**config.mk**
```make
export PLATFORM = sky130hd
export DESIGN_NAME = i2c_adc_responder
export DESIGN_NICKNAME = d
export VERILOG_FILES = /design/src/rtl/i2c_pkg.sv /design/src/rtl/i2c_bus_sync.sv /design/src/rtl/i2c_adc_responder.sv
export SDC_FILE = /design/constraint.sdc
export NUM_CORES = 1
export LEC_CHECK = 0
export BUFFER_PORTS_ARGS = -buffer_cell sky130_fd_sc_hd__buf_2
export CAP_MARGIN = 20
export CORE_ASPECT_RATIO = 0.7
export CORE_UTILIZATION = 45
export DETAILED_ROUTE_END_ITERATION = 10
export HOLD_SLACK_MARGIN = 0.02
export PLACE_DENSITY = 0.7
export RECOVER_POWER = 25
export SYNTH_ARGS = -nofsm -noshare
export SYNTH_HDL_FRONTEND = slang
export SYNTH_SLANG_ARGS = --single-unit
```
**constraint.sdc**
```tcl
create_clock -name clk -period 3.75 [get_ports clk]
set_input_delay 0.5625 -clock clk [delete_from_list [all_inputs] [get_ports clk]]
set_output_delay 0.5625 -clock clk [all_outputs]
set_load 0.02 [all_outputs]
```
**src/rtl/i2c_pkg.sv**
```systemverilog
// Types and constants shared by the I2C ADC responder and the ADC master controller.
package i2c_pkg;

  typedef enum logic [2:0] {
    StIdle,
    StAddr,
    StAddrAck,
    StWrByte,
    StWrAck,
    StRdByte,
    StRdAck,
    StIgnore
  } i2c_state_e;

  localparam logic [6:0] I2cDefaultAddr = 7'h28;
  localparam int unsigned BitCntW = 4;

  // Read image: byte 0 = {00, ch, data[11:8]}, byte 1 = data[7:0].
  function automatic logic [15:0] rd_snapshot(input logic [1:0] ch, input logic [11:0] data);
    return {2'b00, ch, data};
  endfunction

endpackage

```
**src/rtl/i2c_bus_sync.sv**
```systemverilog
// Two-flop synchronisers for SCL/SDA plus SCL edge and START/STOP detection.
module i2c_bus_sync (
  input  logic clk,
  input  logic rst,
  input  logic scl,
  input  logic sda_in,
  output logic sda_s,
  output logic scl_rise,
  output logic scl_fall,
  output logic start_det,
  output logic stop_det
);

  logic scl_meta_q, scl_sync_q, scl_prev_q;
  logic sda_meta_q, sda_sync_q, sda_prev_q;
  logic scl_meta_d, scl_sync_d, scl_prev_d;
  logic sda_meta_d, sda_sync_d, sda_prev_d;

  always_comb begin
    scl_meta_d = scl;
    scl_sync_d = scl_meta_q;
    scl_prev_d = scl_sync_q;
    sda_meta_d = sda_in;
    sda_sync_d = sda_meta_q;
    sda_prev_d = sda_sync_q;
  end

  // Reset to 1 so an idle bus produces no spurious edges.
  always_ff @(posedge clk or posedge rst) begin
    if (rst) begin
      scl_meta_q <= 1'b1;
      scl_sync_q <= 1'b1;
      scl_prev_q <= 1'b1;
      sda_meta_q <= 1'b1;
      sda_sync_q <= 1'b1;
      sda_prev_q <= 1'b1;
    end else begin
      scl_meta_q <= scl_meta_d;
      scl_sync_q <= scl_sync_d;
      scl_prev_q <= scl_prev_d;
      sda_meta_q <= sda_meta_d;
      sda_sync_q <= sda_sync_d;
      sda_prev_q <= sda_prev_d;
    end
  end

  assign sda_s     = sda_sync_q;
  assign scl_rise  = scl_sync_q & ~scl_prev_q;
  assign scl_fall  = ~scl_sync_q & scl_prev_q;
  assign start_det = scl_sync_q & scl_prev_q & sda_prev_q & ~sda_sync_q;
  assign stop_det  = scl_sync_q & scl_prev_q & ~sda_prev_q & sda_sync_q;

endmodule

```
**src/rtl/i2c_adc_responder.sv**
```systemverilog
// I2C target: write bytes update config_reg; reads return a 16-bit channel/sample snapshot.
module i2c_adc_responder
  import i2c_pkg::*;
#(
  parameter logic [6:0] DEV_ADDR  = I2cDefaultAddr,
  parameter logic [7:0] CFG_RESET = 8'h10
) (
  input  logic        clk,
  input  logic        rst,
  input  logic        scl,
  input  logic        sda_in,
  output logic        sda_oe,
  input  logic [11:0] sample_data,
  input  logic [1:0]  sample_ch,
  output logic [7:0]  config_reg,
  output logic        config_wr,
  output logic        read_done,
  output logic        busy
);

  logic sda_s, scl_rise, scl_fall, start_det, stop_det;

  i2c_bus_sync u_bus_sync (
    .clk       (clk),
    .rst       (rst),
    .scl       (scl),
    .sda_in    (sda_in),
    .sda_s     (sda_s),
    .scl_rise  (scl_rise),
    .scl_fall  (scl_fall),
    .start_det (start_det),
    .stop_det  (stop_det)
  );

  i2c_state_e         state_q, state_d;
  logic [BitCntW-1:0] bit_cnt_q, bit_cnt_d;
  logic [7:0]         rx_sr_q, rx_sr_d;
  logic [15:0]        rd_sr_q, rd_sr_d;
  logic               byte_idx_q, byte_idx_d;
  logic               sda_oe_q, sda_oe_d;
  logic [7:0]         config_q, config_d;
  logic               config_wr_q, config_wr_d;
  logic               read_done_q, read_done_d;
  logic               busy_q, busy_d;

  always_comb begin
    state_d     = state_q;
    bit_cnt_d   = bit_cnt_q;
    rx_sr_d     = rx_sr_q;
    rd_sr_d     = rd_sr_q;
    byte_idx_d  = byte_idx_q;
    sda_oe_d    = sda_oe_q;
    config_d    = config_q;
    config_wr_d = 1'b0;
    read_done_d = 1'b0;
    busy_d      = busy_q;

    if (stop_det) begin
      state_d   = StIdle;
      sda_oe_d  = 1'b0;
      busy_d    = 1'b0;
      bit_cnt_d = '0;
    end else if (start_det) begin
      state_d   = StAddr;
      sda_oe_d  = 1'b0;
      bit_cnt_d = '0;
    end else begin
      case (state_q)
        StAddr, StWrByte: begin
          if (scl_rise && bit_cnt_q != 4'd8) begin
            rx_sr_d   = {rx_sr_q[6:0], sda_s};
            bit_cnt_d = bit_cnt_q + 4'd1;
          end else if (scl_fall && bit_cnt_q == 4'd8) begin
            bit_cnt_d = '0;
            if (state_q == StWrByte) begin
              state_d  = StWrAck;
              sda_oe_d = 1'b1;
            end else if (rx_sr_q[7:1] == DEV_ADDR) begin
              state_d  = StAddrAck;
              sda_oe_d = 1'b1;
              busy_d   = 1'b1;
            end else begin
              state_d = StIgnore;
            end
          end
        end
        StAddrAck: begin
          if (scl_rise && rx_sr_q[0]) begin
            rd_sr_d    = rd_snapshot(sample_ch, sample_data);
            byte_idx_d = 1'b0;
          end else if (scl_fall) begin
            bit_cnt_d = '0;
            if (rx_sr_q[0]) begin
              state_d  = StRdByte;
              sda_oe_d = ~rd_sr_q[15];
            end else begin
              state_d  = StWrByte;
              sda_oe_d = 1'b0;
            end
          end
        end
        StWrAck: begin
          if (scl_fall) begin
            state_d     = StWrByte;
            sda_oe_d    = 1'b0;
            config_d    = rx_sr_q;
            config_wr_d = 1'b1;
          end
        end
        StRdByte: begin
          if (scl_rise && bit_cnt_q != 4'd8) begin
            bit_cnt_d = bit_cnt_q + 4'd1;
          end else if (scl_fall) begin
            // Shift after every bit so byte 1's MSB sits at [15] once byte 0 is out.
            rd_sr_d = {rd_sr_q[14:0], 1'b0};
            if (bit_cnt_q == 4'd8) begin
              state_d   = StRdAck;
              sda_oe_d  = 1'b0;
              bit_cnt_d = '0;
            end else begin
              sda_oe_d = ~rd_sr_q[14];
            end
          end
        end
        StRdAck: begin
          if (scl_rise) begin
            read_done_d = byte_idx_q;
            if (sda_s) begin
              state_d = StIgnore;
            end else begin
              if (byte_idx_q) begin
                rd_sr_d = rd_snapshot(sample_ch, sample_data);
              end
              byte_idx_d = ~byte_idx_q;
            end
          end else if (scl_fall) begin
            state_d   = StRdByte;
            sda_oe_d  = ~rd_sr_q[15];
            bit_cnt_d = '0;
          end
        end
        StIdle, StIgnore: begin
          sda_oe_d = 1'b0;
        end
        default: begin
          state_d  = StIdle;
          sda_oe_d = 1'b0;
        end
      endcase
    end
  end

  always_ff @(posedge clk or posedge rst) begin
    if (rst) begin
      state_q     <= StIdle;
      bit_cnt_q   <= '0;
      rx_sr_q     <= '0;
      rd_sr_q     <= '0;
      byte_idx_q  <= 1'b0;
      sda_oe_q    <= 1'b0;
      config_q    <= CFG_RESET;
      config_wr_q <= 1'b0;
      read_done_q <= 1'b0;
      busy_q      <= 1'b0;
    end else begin
      state_q     <= state_d;
      bit_cnt_q   <= bit_cnt_d;
      rx_sr_q     <= rx_sr_d;
      rd_sr_q     <= rd_sr_d;
      byte_idx_q  <= byte_idx_d;
      sda_oe_q    <= sda_oe_d;
      config_q    <= config_d;
      config_wr_q <= config_wr_d;
      read_done_q <= read_done_d;
      busy_q      <= busy_d;
    end
  end

  assign sda_oe     = sda_oe_q;
  assign config_reg = config_q;
  assign config_wr  = config_wr_q;
  assign read_done  = read_done_q;
  assign busy       = busy_q;

endmodule

```
Yosys cells after proc, flatten, opt, wreduce, memory -nomap -nowiden
Index checks and enable logic that the tools add are counted.
{"block": "word_totals", "input_bits": 18, "ff_bits": 50, "out_inout_bits": 12}
{"block": "op_classes", "n_mux": 69, "eq_ne": 35, "add_sub_neg": 1, "n_reduce_logical": 21, "bitwise": 16}
{"operator": "$mux 16", "n": 6}
{"operator": "$mux 3", "n": 16}
{"operator": "$pmux 16 s3", "n": 1}
{"operator": "$ne 4x4->1 const B", "n": 11}
{"operator": "$mux 4", "n": 10}
{"operator": "$mux 1", "n": 32}
{"operator": "$ne 5x5->1 const B", "n": 5}
{"operator": "$reduce_and 6->1", "n": 3}
{"operator": "$ne 2x2->1 const B", "n": 8}
{"operator": "$pmux 4 s4", "n": 1}
{"operator": "$pmux 3 s5", "n": 1}
{"operator": "$eq 3x3->1 const B", "n": 4}
{"operator": "$reduce_and 11->1", "n": 1}
{"operator": "$reduce_and 10->1", "n": 1}
{"operator": "$not 1->1", "n": 9}
{"operator": "$reduce_and 9->1", "n": 1}
{"operator": "$reduce_and 4->1", "n": 2}
{"operator": "$reduce_bool 2->1", "n": 4}
{"operator": "$and 1x1->1", "n": 7}
{"operator": "$eq 7x6->1 const B", "n": 1}
{"operator": "$reduce_bool 7->1", "n": 1}
{"operator": "$eq 3x2->1 const B", "n": 2}
{"operator": "$pmux 1 s6", "n": 1}
{"operator": "$reduce_bool 6->1", "n": 1}
{"operator": "10 further kinds", "n": 13}

Depth between registers and ports, before layout
Gate-level depths: netlist (run 1).
{"block": "depth", "ltp_word": 8, "depth_mapped": 8}

Cells and area by module
From an unflattened synthesis (run 1), not the netlist that was laid out.
{"block": "hier_totals", "cells_unflattened": 228, "area_unflattened_um2": 2474.9}
{"module": "i2c_adc_responder", "area_each_um2": 2280.9, "cells_per_inst": 217, "instances": 1}
{"module": "i2c_bus_sync", "area_each_um2": 193.9, "cells_per_inst": 11, "instances": 1}

Worst setup path after synthesis (run 1)
OpenSTA, ideal clock, no wires.
{"block": "synth_path", "path_type": "reg2reg", "from": "register u_bus_sync.sda_sync_q, in the netlist u_bus_sync.sda_s", "to": "register rx_sr_q[0]", "setup_slack_ps": 1700, "setup_ps": 125, "path_stages_with_launch": 8, "t_arrival_ps": 1925, "required_ps": 3625, "cell_sequence": "dfstp_2 > buf_6 > xor2_1 > and2_1 > buf_6 > or4_4 > buf_6 > mux2_4"}
{"block": "synth_via", "elab_chain_len": 4, "elab_cells_between_ends": 6}
{"element": "start: declaration", "line": "i2c_bus_sync.sv:15", "rtl": "logic sda_meta_q, sda_sync_q, sda_prev_q;"}
{"element": "start signal: assignment", "line": "i2c_bus_sync.sv:42", "rtl": "sda_sync_q <= sda_sync_d;"}
{"element": "$not 1->1", "line": "i2c_bus_sync.sv:50", "rtl": "assign start_det = scl_sync_q & scl_prev_q & sda_prev_q & ~sda_sync_q;"}
{"element": "$and 1x1->1", "line": "i2c_bus_sync.sv:50"}
{"element": "$not 1->1 (no line)"}
{"element": "$reduce_and 4->1 (no line)"}
{"element": "end signal: assignment", "line": "i2c_adc_responder.sv:168", "rtl": "rx_sr_q <= rx_sr_d;"}
{"element": "end: declaration", "line": "i2c_adc_responder.sv:37", "rtl": "logic [7:0] rx_sr_q, rx_sr_d;"}
Parallel ways exist; a longest one is shown, timed or not.
A chain may end at the register's enable or synchronous reset.

==> out/qor.txt, run 1 <==
LAYOUT
------------------------------------------------------------------------------------
Fraction of final layout cells with drive strength greater than 1              28.4%
Area occupied by registers                                                  1260 um2
Area of combinational cells with multiple inputs                            1290 um2
Post-route standard cell area excluding fillers                             2960 um2
Layout Nets                                                                      311
Inserted Diodes                                                                    0
Synth-to-layout area growth                                                    10.6%
End-of-flow core utilization                                                   51.7%
Largest register FFs                                                              16
Fin cells                                                                        364
FILL cells                                                                       526

TIMING
------------------------------------------------------------------------------------
Worst setup slack after layout                                               1.16 ns
Actual transition at the worst max-transition pin                            2.34 ns
Total negative setup slack                                                      0 ns
Highest clock rate                                                           386 MHz
RSZ-0062 raised after global routing                                              no
Final setup violation count                                                        0
Max-Slew Margin vs Limit                                                      -56.0%
Fin. max-slew vios                                                                46
Share of the clock period used by the worst path after layout                  69.0%
Final hold slack                                                            0.127 ns
Shortest period the worst path allows                                        2.59 ns
Final hold violations                                                              0
Worst clock skew                                                          0.00913 ns

PLACED DESIGN
------------------------------------------------------------------------------------
Number of I/O port buffers                                                        29
Pre-CTS setup slack                                                          1.23 ns
GPL Wtd Cong                                                                   0.950
DP HPWL                                                                      3660 um
# placed instances                                                               355
Area post-placement                                                         2840 um2

CLOCK NETWORK
------------------------------------------------------------------------------------
Post-CTS Repair Setup Buffers                                                      0
Root buffer cell                                                            clkbuf_8
Clock-pin slew on the worst setup and hold paths                             0.10 ns
Largest buffer count on any clock path                                             2
CTS buffer count                                                                   5
Resize count post-CTS                                                              0
CTS tree                                                                        done
Clock latency on the worst-skew pair                                         0.31 ns
Count of clock tree sinks                                                         50
Count of hold buffers inserted by post-cts repair                                  0
H-tree lvl count                                                                   2

RUN
------------------------------------------------------------------------------------
Number of maximum-capacitance constraint violations                                1

SETUP PATH
------------------------------------------------------------------------------------
WP data required                                                             3.69 ns
Critical Setup Path Class                                                in -> async
Sort of element at the end of the critical path                         asynchronous set/reset pin
Path depth of the worst reg2reg path                                               5
Count of buffering cells on the critical path with inverters included              3
Arrival time at the worst endpoint                                           2.53 ns
Capture instance of the worst register-to-register path                   rd_sr_q[1]
Worst-path cell chain                                                   buf_2 > inv_1 > clkbuf_1
Critical Path Start Type                                                   input pin
Gate family responsible for the most delay along the worst path         buffers and inverters
Worst Path Max Fanout                                                             45
Worst reg2reg setup slack                                                    1.22 ns
Startpoint of the lowest-slack register-to-register path                  state_q[1]
Worst path max stage delay                                                   1.70 ns
Critical-path cell with the highest stage delay                             clkbuf_1

DIE
------------------------------------------------------------------------------------
Die area                                                                    6270 um2
Horizontal die dimension                                                     94.2 um
Standard-cell row count                                                           23
Ports placed on the boundary                                                      30
Starting Density                                                               46.8%
Placeable core region                                                       5730 um2
Die outline height                                                           66.5 um

DETAILED ROUTING
------------------------------------------------------------------------------------
Drc violations                                                                     0
Number of nets still failing antenna checks after routing                          0
Detailed router's first-iteration violation count                                153
Detailed Route WL                                                            5310 um
First-pass iteration count of the detailed router                                  5
Total number of vias                                                            1980
Via-per-instance ratio                                                          5.44
Routed length per placed instance                                            14.6 um

GLOBAL ROUTE
------------------------------------------------------------------------------------
Number of global-route vias before repair                                       1725
Maximum number of pins on one net before global-route repair                      51
Antenna violations before repair                                                   0
Overall track demand over capacity in global routing                           17.9%
Final global-route overflow total                                                  0
First-pass GRT wire length                                                   8540 um

PWR
------------------------------------------------------------------------------------
Power per Cell Area                                                       735 nW/um2
Leakage power of the design                                                  1.42 nW
Final Power                                                                  2.18 mW
Worst voltage drop across the vdd grid                                        423 uV

YOSYS
------------------------------------------------------------------------------------
Synth top area cells                                                    dfrtp_1 40%, mux2_2 9.3%, nand2_1 7.0%
Syn Inst Count                                                                   264
Synthesized area divided by synthesized cell count                          10.1 um2
Count of flip-flops with a built-in enable after synthesis                         0
Leading area contributor after synthesis                                     dfrtp_1
Ys flop type                                                                 dfrtp_1
Synthesized cell area                                                       2680 um2
Sequential-to-total area share from yosys stat                                 47.1%
Yosys warning count                                                                0
Net Count, Synth                                                                 287
Async SR Flop Fraction                                                          100%
Distinct cell type count of the synthesized netlist                               50
Most repeated cell in the gate-level netlist after synthesis                 nand2_1
Top cell type's share of synthesized area                                      40.2%
Seq cells post-synth                                                              50
Post-synth top cells                                                    50 x nand2_1, 43 x dfrtp_1, 22 x mux2_2

MIN PATH
------------------------------------------------------------------------------------
Path category of the worst min-delay check                               in -> async

STATUS
------------------------------------------------------------------------------------
Result of the run                                                       finished, violations left
Failing checks                                                          max-capacitance violations, max-slew violations

[cells in the final DEF (no fill, tap or decap), types with 5 or more instances in the layout]
| cell type | Yosys | layout |
|---|---|---|
| inv_1 | 13 | 13 |
| a21oi_1 | 11 | 11 |
| ha_1 | 5 | 5 |
| clkbuf_8 | 0 | 5 |
| dfstp_2 | 7 | 7 |
| mux2_4 | 8 | 8 |
| nor2_1 | 7 | 7 |
| mux2_2 | 22 | 22 |
| o21ai_0 | 15 | 15 |
| nor3_1 | 5 | 5 |
| nor2b_1 | 7 | 7 |
| buf_2 | 3 | 29 |
| nand2_1 | 50 | 50 |
| nand3_1 | 6 | 6 |
| dfrtp_1 | 43 | 43 |
[cell families (layout without fill, tap and decap cells)]
| group | after synthesis | after routing | share of synthesized area, % |
|---|---|---|---|
| mux | 34 | 34 | 15.2 |
| xor+xnor | 1 | 1 | 0.327 |
| compound gates | 49 | 49 | 11.8 |
| flops | 50 | 50 | 47.1 |
| buf+inv | 27 | 52 | 4.91 |
| simple gates | 98 | 98 | 18.4 |
| fa+ha+maj | 5 | 5 | 2.34 |
[worst max path at each step]
stage	startpoint	end	slack, ns	cells after the start
3_3_place_gp	state_q[1]	rd_sr_q[9]	1.30	5
3_5_place_dp	state_q[1]	rd_sr_q[6]	1.23	5
4_1_cts	state_q[1]	rd_sr_q[6]	1.21	5
6_report	rst	rd_sr_q[8]	1.16	3
5_1_grt	rst	rd_sr_q[8]	0.58	3
2_1_floorplan	u_bus_sync.sda_s	rx_sr_q[0]	1.70	7
[layer usage]
layer,routed length (um),track usage [%]
met5,0,0
met4,70,5.77
met3,330,4.11
met2,2260,24.8
met1,2650,27.3
[worst register-to-register path, delay by kind of cell, from the launching register on]
family | cells | cell delay [ns]
multiplexers | 1 | 0.41
flip-flops | 1 | 0.58
AND/OR/NAND/NOR | 3 | 1.07
AO/OA/AOI/OAI | 1 | 0.34
[where the power goes]
group	internal, mW	total [mW]	switching [mW]
Combinational	0.422	0.868	0.446
Sequential	0.721	0.909	0.188
Clock	0.204	0.399	0.195
[layout make-up]
cell class / count / area share (%)
Clock inverter: 3 / 1.61
Tap cell: 75 / 3.17
Sequential cell: 50 / 42.5
Clock buffer: 5 / 2.32
Inverter: 13 / 1.65
Timing Repair Buffer: 31 / 5.28
Multi-Input combinational cell: 187 / 43.4
Note: power is estimated with default switching activity, not from simulation.
==> run 2: changes to the inputs <==
==> constraint.sdc (replaced) <==
create_clock -name clk -period 2.7 [get_ports clk]
set_input_delay 0.405 -clock clk [delete_from_list [all_inputs] [get_ports clk]]
set_output_delay 0.405 -clock clk [all_outputs]
set_load 0.02 [all_outputs]
==> run 2 against run 1 <==
The flow now finishes without violations; sequential cell count stayed put; sequential power is 34% higher; clock skew hardly changed; global-route usage is 0.43 points higher; power is 36% higher; first-iteration DRC count is 14% lower; routed wire length hardly changed; hold slack better by 0.070 ns; critical endpoint is now bit_cnt_q[3]; largest cell class unchanged.
==> out/qor.txt, run 2 (synthesis gave the netlist of run 1 again) <==
STATUS
-------------------------------------------------------------------------------------
Result of the run                                                        finished clean

TIMING
-------------------------------------------------------------------------------------
Worst setup slack after layout                                               0.310 ns   -0.851 ns
RSZ-0062 raised after global routing                                               no
Shortest period the worst path allows                                         2.39 ns
Highest clock rate                                                            418 MHz
Worst clock skew                                                           0.00916 ns   +0.0000271 ns
Fin. max-slew vios                                                                  0   -100%
Final setup violation count                                                         0   unchanged
Share of the clock period used by the worst path after layout                   88.5%
Max-Slew Margin vs Limit                                                        28.3%   +84 points
Final hold slack                                                             0.197 ns   +0.0698 ns
Actual transition at the worst max-transition pin                             1.07 ns   -1.27 ns
Total negative setup slack                                                       0 ns   unchanged
Final hold violations                                                               0   unchanged

DETAILED ROUTING
-------------------------------------------------------------------------------------
Detailed Route WL                                                             5310 um   about the same
First-pass iteration count of the detailed router                                   4   -1
Total number of vias                                                             1991   +0.56%
Via-per-instance ratio                                                           5.40   -0.81%
Detailed router's first-iteration violation count                                 131   -14%
Number of nets still failing antenna checks after routing                           0   unchanged
Drc violations                                                                      0   unchanged
Routed length per placed instance                                             14.4 um   -1.4%

DIE
-------------------------------------------------------------------------------------
Placeable core region                                                        5730 um2   unchanged
Horizontal die dimension                                                      94.2 um   unchanged
Starting Density                                                                46.8%   unchanged
Ports placed on the boundary                                                       30   unchanged
Die outline height                                                            66.5 um   unchanged
Die area                                                                     6270 um2   unchanged
Standard-cell row count                                                            23   unchanged

SETUP PATH
-------------------------------------------------------------------------------------
Beginning of the critical path                                           u_bus_sync.scl_prev_d
Critical Path Start Type                                                         flop
Worst Path Max Fanout                                                              12   -73%
Worst reg2reg setup slack                                                     0.31 ns   -0.91 ns
Sort of element at the end of the critical path                                  flop
Capture instance of the worst register-to-register path                  bit_cnt_q[3]
End point of the critical path                                           bit_cnt_q[3]
Startpoint of the lowest-slack register-to-register path                 u_bus_sync.scl_prev_d
Path depth of the worst reg2reg path                                                5   unchanged
WP data required                                                              2.91 ns   -0.78 ns
Arrival time at the worst endpoint                                            2.59 ns   +0.06 ns
Critical Setup Path Class                                                  reg -> reg

GLOBAL ROUTE
-------------------------------------------------------------------------------------
Number of global-route vias before repair                                        1740   +0.87%
Maximum number of pins on one net before global-route repair                       30   -41%
Final global-route overflow total                                                   0   unchanged
First-pass GRT wire length                                                    8720 um   +2.2%
Antenna violations before repair                                                    0   unchanged
Overall track demand over capacity in global routing                            18.4%   +0.43 points

LAYOUT
-------------------------------------------------------------------------------------
Fin cells                                                                         369   +1.4%
Post-route standard cell area excluding fillers                              2990 um2   +0.80%
Fraction of final layout cells with drive strength greater than 1               29.9%   +1.6 points
Commonest non-fill, non-tap cells in the layout                          50 x nand2_1, 43 x dfrtp_1, 29 x buf_2
Most frequent standard cell in the layout excluding fill and tap cells        nand2_1
Layout Nets                                                                       316   +1.6%
Inserted Diodes                                                                     0   unchanged
Synth-to-layout area growth                                                     11.5%
End-of-flow core utilization                                                    52.1%   +0.42 points
Largest register FFs                                                               16   unchanged

PWR
-------------------------------------------------------------------------------------
Worst voltage drop across the vdd grid                                         470 uV   +11%
Switching pwr                                                                 1.14 mW   +37%
Relative contribution of combinational cells to total power                     43.4%   +3.5 points
Leakage power of the design                                                   1.44 nW   +1.1%
Sequential group share of total power                                           41.2%   -0.6 points
Final Power                                                                   2.96 mW   +36%
Power per Cell Area                                                        993 nW/um2   +35%
Clock network fraction of design power                                          15.4%   -2.9 points
Share of total power consumed by net switching                                  38.4%   +0.25 points
Design internal power                                                         1.83 mW   +36%

CLOCK NETWORK
-------------------------------------------------------------------------------------
CTS buffer count                                                                    5   unchanged
Count of hold buffers inserted by post-cts repair                                   0   unchanged
Clock-pin slew on the worst setup and hold paths                              0.09 ns   about the same
H-tree lvl count                                                                    2   unchanged
Clock latency on the worst-skew pair                                          0.30 ns   about the same
Resize count post-CTS                                                               0   unchanged
Root buffer cell                                                             clkbuf_8
CTS tree                                                                         done
Largest buffer count on any clock path                                              2   unchanged
Post-CTS Repair Setup Buffers                                                       0   unchanged
Count of clock tree sinks                                                          50   unchanged

MIN PATH
-------------------------------------------------------------------------------------
Path category of the worst min-delay check                                  in -> reg

RUN
-------------------------------------------------------------------------------------
Number of maximum-capacitance constraint violations                                 0   -1

PLACED DESIGN
-------------------------------------------------------------------------------------
DP HPWL                                                                       3770 um   +3.0%
Pre-CTS setup slack                                                          0.355 ns   -0.875 ns
Number of I/O port buffers                                                         29   unchanged
GPL Wtd Cong                                                                    0.894   -5.9%
Area post-placement                                                          2890 um2   +1.6%
# placed instances                                                                361   +1.7%

[run 2: changes by cell type in the layout (fill, tap and decap cells not counted), sizes merged]
cell	change
bufinv	-1
clkinvlp	+1
buf	+6
inv	-1
[run 2: metal layers]
| layer | wire length [um] | up-vias | global-route usage [%] |
|---|---|---|---|
| met2 | 2170 | 46 | 24.3 |
| met1 | 2780 | 963 | 29.4 |
| li1 | - | 980 | - |
| met4 | 19 | 0 | 2.88 |
| met3 | 344 | 2 | 5.02 |
| met5 | 0 | - | 0 |
[run 2: worst min path at each step]
stage	from	cells past startpoint	to
global placement	u_bus_sync.sda_meta_q	0	u_bus_sync.sda_s
CTS	rst	2	config_reg[7]
global route	sda_in	1	u_bus_sync.sda_meta_q
detailed placement	u_bus_sync.scl_meta_q	0	u_bus_sync.scl_prev_d
finish	scl	1	u_bus_sync.scl_meta_q
floorplan	u_bus_sync.scl_meta_q	0	u_bus_sync.scl_prev_d
[run 2: layout make-up]
cell class              instances  area, um2
fillers                       521       2740
multi-input cells             187       1290
flip-flops and latches         50       1260
repair buffers                 36        198
well taps                      75       93.8
clock buffers                   6       82.6
inverters                      13       48.8
clock inverters                 2       16.3
[run 2: power groups by stage]
| stage | sequential, mW | clock [mW] | combinational (mW) |
|---|---|---|---|
| 2_1_floorplan | 1.18 | 0 | 1.02 |
| 3_3_place_gp | 1.22 | 0 | 1.25 |
| 3_5_place_dp | 1.23 | 0 | 1.28 |
| 4_1_cts | 1.22 | 0.478 | 1.28 |
| 5_1_grt | 1.26 | 0.517 | 1.43 |
| 6_report | 1.22 | 0.457 | 1.29 |
[run 2: critical path, stage by stage, from the launching register on]
cell	delay (ns)
dfstp_2	0.57
ha_1	0.40
inv_1	0.16
a2111oi_1	0.65
nand3_1	0.24
o31ai_1	0.27
==> run 3: changes to the inputs <==
--- a/config.mk
+++ b/config.mk
@@ -5,10 +5,12 @@
 export SDC_FILE = /design/constraint.sdc
 export NUM_CORES = 1
 export LEC_CHECK = 0
+export ABC_AREA = 1
 export BUFFER_PORTS_ARGS = -buffer_cell sky130_fd_sc_hd__buf_2
 export CAP_MARGIN = 20
 export CORE_ASPECT_RATIO = 0.7
 export CORE_UTILIZATION = 45
+export CTS_CLUSTER_SIZE = 8
 export DETAILED_ROUTE_END_ITERATION = 10
 export HOLD_SLACK_MARGIN = 0.02
 export PLACE_DENSITY = 0.7
==> run 3 against run 2 <==
Core utilization increased by 0.61 points; sequential power decreased by 3%; count of clock-buffer cells in the layout unchanged; synthesized area increased by 1.9%; critical endpoint is now rd_sr_q[8]; largest cell class unchanged; highest routed layer unchanged.
==> out/qor.txt, run 3 <==
CLOCK NETWORK
-------------------------------------------------------------------------------------
H-tree lvl count                                                                    2   unchanged
Clock latency on the worst-skew pair                                          0.31 ns   about the same
Resize count post-CTS                                                               0   unchanged
CTS buffer count                                                                    5   unchanged
Count of clock tree sinks                                                          50   unchanged
Largest buffer count on any clock path                                              2   unchanged
Count of hold buffers inserted by post-cts repair                                   0   unchanged
Clock-pin slew on the worst setup and hold paths                              0.09 ns   about the same
Root buffer cell                                                             clkbuf_8
Post-CTS Repair Setup Buffers                                                       0   unchanged
CTS tree                                                                         done

DIE
-------------------------------------------------------------------------------------
Ports placed on the boundary                                                       30   unchanged
Standard-cell row count                                                            23   unchanged
Die area                                                                     6380 um2   +1.9%
Die outline height                                                            67.2 um   +0.92%
Horizontal die dimension                                                      95.1 um   +0.93%
Starting Density                                                                47.2%   +0.42 points
Placeable core region                                                        5780 um2   +1.0%

MIN PATH
-------------------------------------------------------------------------------------
Worst hold start                                                                  scl
Path category of the worst min-delay check                                  in -> reg
Hold Crit Depth                                                                     1   unchanged
Hold worst-path end                                                      u_bus_sync.scl_meta_q

TIMING
-------------------------------------------------------------------------------------
Final hold slack                                                             0.187 ns   -0.00996 ns
RSZ-0062 raised after global routing                                               no
Worst clock skew                                                           0.00853 ns   -0.000632 ns
Final hold violations                                                               0   unchanged
Max-Slew Margin vs Limit                                                        47.4%   +19 points
Share of the clock period used by the worst path after layout                   81.4%   -7.1 points
Shortest period the worst path allows                                         2.20 ns   -0.191 ns
Total negative setup slack                                                       0 ns   unchanged
Fin. max-slew vios                                                                  0   unchanged
Final setup violation count                                                         0   unchanged
Actual transition at the worst max-transition pin                            0.788 ns   -0.286 ns
Highest clock rate                                                            455 MHz   +8.7%

YOSYS
-------------------------------------------------------------------------------------
Top cell type's share of synthesized area                                       39.4%   -0.76 points
Yosys warning count                                                                 0   unchanged
Leading area contributor after synthesis                                      dfrtp_1
Synth top area cells                                                     dfrtp_1 39%, nand2_1 11%, dfstp_2 6.7%
Seq cells post-synth                                                               50   unchanged
Distinct cell type count of the synthesized netlist                                33   -34%
Synthesized cell area                                                        2730 um2   +1.9%
Most repeated cell in the gate-level netlist after synthesis                  nand2_1
Syn Inst Count                                                                    327   +24%
Ys flop type                                                                  dfrtp_1
Post-synth top cells                                                     82 x nand2_1, 43 x dfrtp_1, 33 x nor2_1
Async SR Flop Fraction                                                           100%   unchanged
Sequential-to-total area share from yosys stat                                  46.2%   -0.88 points
Synthesized area divided by synthesized cell count                           8.35 um2   -18%
Count of flip-flops with a built-in enable after synthesis                          0   unchanged
Net Count, Synth                                                                  350   +22%

DETAILED ROUTING
-------------------------------------------------------------------------------------
Detailed router's first-iteration violation count                                 208   +59%
Drc violations                                                                      0   unchanged
Routed length per placed instance                                             12.5 um   -13%
Total number of vias                                                             2205   +11%
First-pass iteration count of the detailed router                                   5   +1
Number of nets still failing antenna checks after routing                           0   unchanged
Detailed Route WL                                                             5430 um   +2.3%
Via-per-instance ratio                                                           5.06   -6.3%

GLOBAL ROUTE
-------------------------------------------------------------------------------------
Maximum number of pins on one net before global-route repair                       31   +3.3%
Met3 routing resource usage after global routing                                3.72%   -1.3 points
Fraction of met1 tracks used by global routing                                  29.9%   +0.46 points
Antenna violations before repair                                                    0   unchanged
Number of global-route vias before repair                                        1908   +9.7%
First-pass GRT wire length                                                    9160 um   +5.1%
Routing layer with the top usage in global route                                 met1
Final global-route overflow total                                                   0   unchanged
M2 GR Usage                                                                     26.3%   +2.0 points
Overall track demand over capacity in global routing                            19.2%   +0.83 points

SETUP PATH
-------------------------------------------------------------------------------------
Capture instance of the worst register-to-register path                    rd_sr_q[8]
Worst path max stage delay                                                    0.58 ns   -0.07 ns
Critical Path Start Type                                                         flop
Startpoint of the lowest-slack register-to-register path                 u_bus_sync.scl_prev_d
CP dominant cell by count                                                     nand2_1
Worst Path Max Fanout                                                              14   +2
Worst-path cell chain                                                    ha_1 > nand2_1 > nand2_1 > nand2_1 > nor3_2 > nand3_2 > buf_4 > nand2_2 > o21ai_2
Critical Setup Path Class                                                  reg -> reg
Worst reg2reg setup slack                                                     0.50 ns   +0.19 ns
Sort of element at the end of the critical path                                  flop
Arrival time at the worst endpoint                                            2.40 ns   -0.19 ns
Critical-path cell with the highest stage delay                               dfstp_1
Path depth of the worst reg2reg path                                                9   +4
WP data required                                                              2.90 ns   about the same

PWR
-------------------------------------------------------------------------------------
Leakage power of the design                                                   1.61 nW   +12%
Worst voltage drop across the vdd grid                                         417 uV   -11%
Final Power                                                                   3.06 mW   +3.1%
Power per Cell Area                                                       1000 nW/um2   +0.88%

LAYOUT
-------------------------------------------------------------------------------------
Largest register FFs                                                               16   unchanged
Commonest non-fill, non-tap cells in the layout                          82 x nand2_1, 43 x dfrtp_1, 33 x nor2_1
Most frequent standard cell in the layout excluding fill and tap cells        nand2_1
Synth-to-layout area growth                                                     11.8%
Post-route standard cell area excluding fillers                              3050 um2   +2.2%
FILL cells                                                                        524   +0.58%
Layout Nets                                                                       383   +21%
Inserted Diodes                                                                     0   unchanged
Fraction of final layout cells with drive strength greater than 1               24.9%   -5.0 points

PLACED DESIGN
-------------------------------------------------------------------------------------
DP HPWL                                                                       4090 um   +8.6%
Number of I/O port buffers                                                         29   unchanged
Area post-placement                                                          2960 um2   +2.5%
GPL Wtd Cong                                                                    0.958   +7.2%

RUN
-------------------------------------------------------------------------------------
Number of maximum-capacitance constraint violations                                 0   unchanged

STATUS
-------------------------------------------------------------------------------------
Result of the run                                                        finished clean

-- run 3: cell count changes in the layout (fill, tap and decap cells not counted), sizes merged, moves of 3 or more --
cell / previous run / this run
nand2: 50 / 98
mux2: 30 / 0
nor2: 7 / 35
o21ai: 15 / 37
inv: 14 / 35
nand3: 7 / 25
mux2i: 4 / 13
a21oi: 11 / 3
nor2b: 7 / 0
nand2b: 4 / 0
o31ai: 4 / 0
buf: 36 / 33
-- run 3: cell type report --
class,instances,area (um2),share of cell area (%)
Clock inverter,2,12.5,0.410
Tap cell,75,93.8,3.08
Sequential cell,50,1260,41.3
Inverter,35,134,4.39
Clock buffer,6,82.6,2.71
Multi-Input combinational cell,234,1270,41.8
Timing Repair Buffer,34,193,6.32
-- run 3: logic make-up (layout without fill, tap and decap cells) --
| kind of cell | Yosys count | count (layout) | share of synthesized area, % |
|---|---|---|---|
| XOR/XNOR | 2 | 2 | 0.642 |
| AND/OR/NAND/NOR | 168 | 168 | 27.8 |
| multiplexers | 13 | 13 | 4.77 |
| buffers and inverters | 43 | 77 | 7.11 |
| flip-flops | 50 | 50 | 46.2 |
| adder cells (fa/ha/maj) | 5 | 5 | 2.29 |
| AO/OA/AOI/OAI | 46 | 46 | 11.2 |
-- run 3: where the power goes --
part / leakage, nW / internal [mW] / switching [mW] / total (mW)
Sequential: 0.635 / 0.986 / 0.195 / 1.18
Combinational: 0.927 / 0.531 / 0.883 / 1.41
Clock: 0.0472 / 0.206 / 0.255 / 0.461
-- run 3: metrics by stage --
stage               std cells  worst slack [ns]  utilization [%]
finish                    436             0.501             52.7
global route              436             0.338             52.7
CTS                       436             0.513             52.8
detailed placement        428             0.525             51.1
global placement          428             0.628             51.1
floorplan                 327             0.985                -
-- run 3: worst max-delay path by stage --
stage               cells past startpoint  slack, ns                  start            to
finish                                  9       0.50  u_bus_sync.scl_prev_d    rd_sr_q[8]
detailed placement                      9       0.53  u_bus_sync.scl_prev_d    rd_sr_q[8]
floorplan                              11       0.98  u_bus_sync.scl_prev_d  bit_cnt_q[0]
global route                            9       0.34  u_bus_sync.scl_prev_d    rd_sr_q[8]
global placement                        9       0.63  u_bus_sync.scl_prev_d    rd_sr_q[7]
CTS                                     9       0.51  u_bus_sync.scl_prev_d    rd_sr_q[8]
-- run 3: critical path, delay by kind of cell, from the launching register on --
family,cells,cell delay (ns)
flip-flops,1,0.58
adder cells (fa/ha/maj),1,0.33
buffers and inverters,1,0.31
AO/OA/AOI/OAI,1,0.05
AND/OR/NAND/NOR,6,0.83
-- run 3: per-layer routing --
layer  wire (um)  share of wire [%]
met5           0                  0
met1        2880                 53
met4         108                2.0
met2        2150                 40
met3         288                5.3
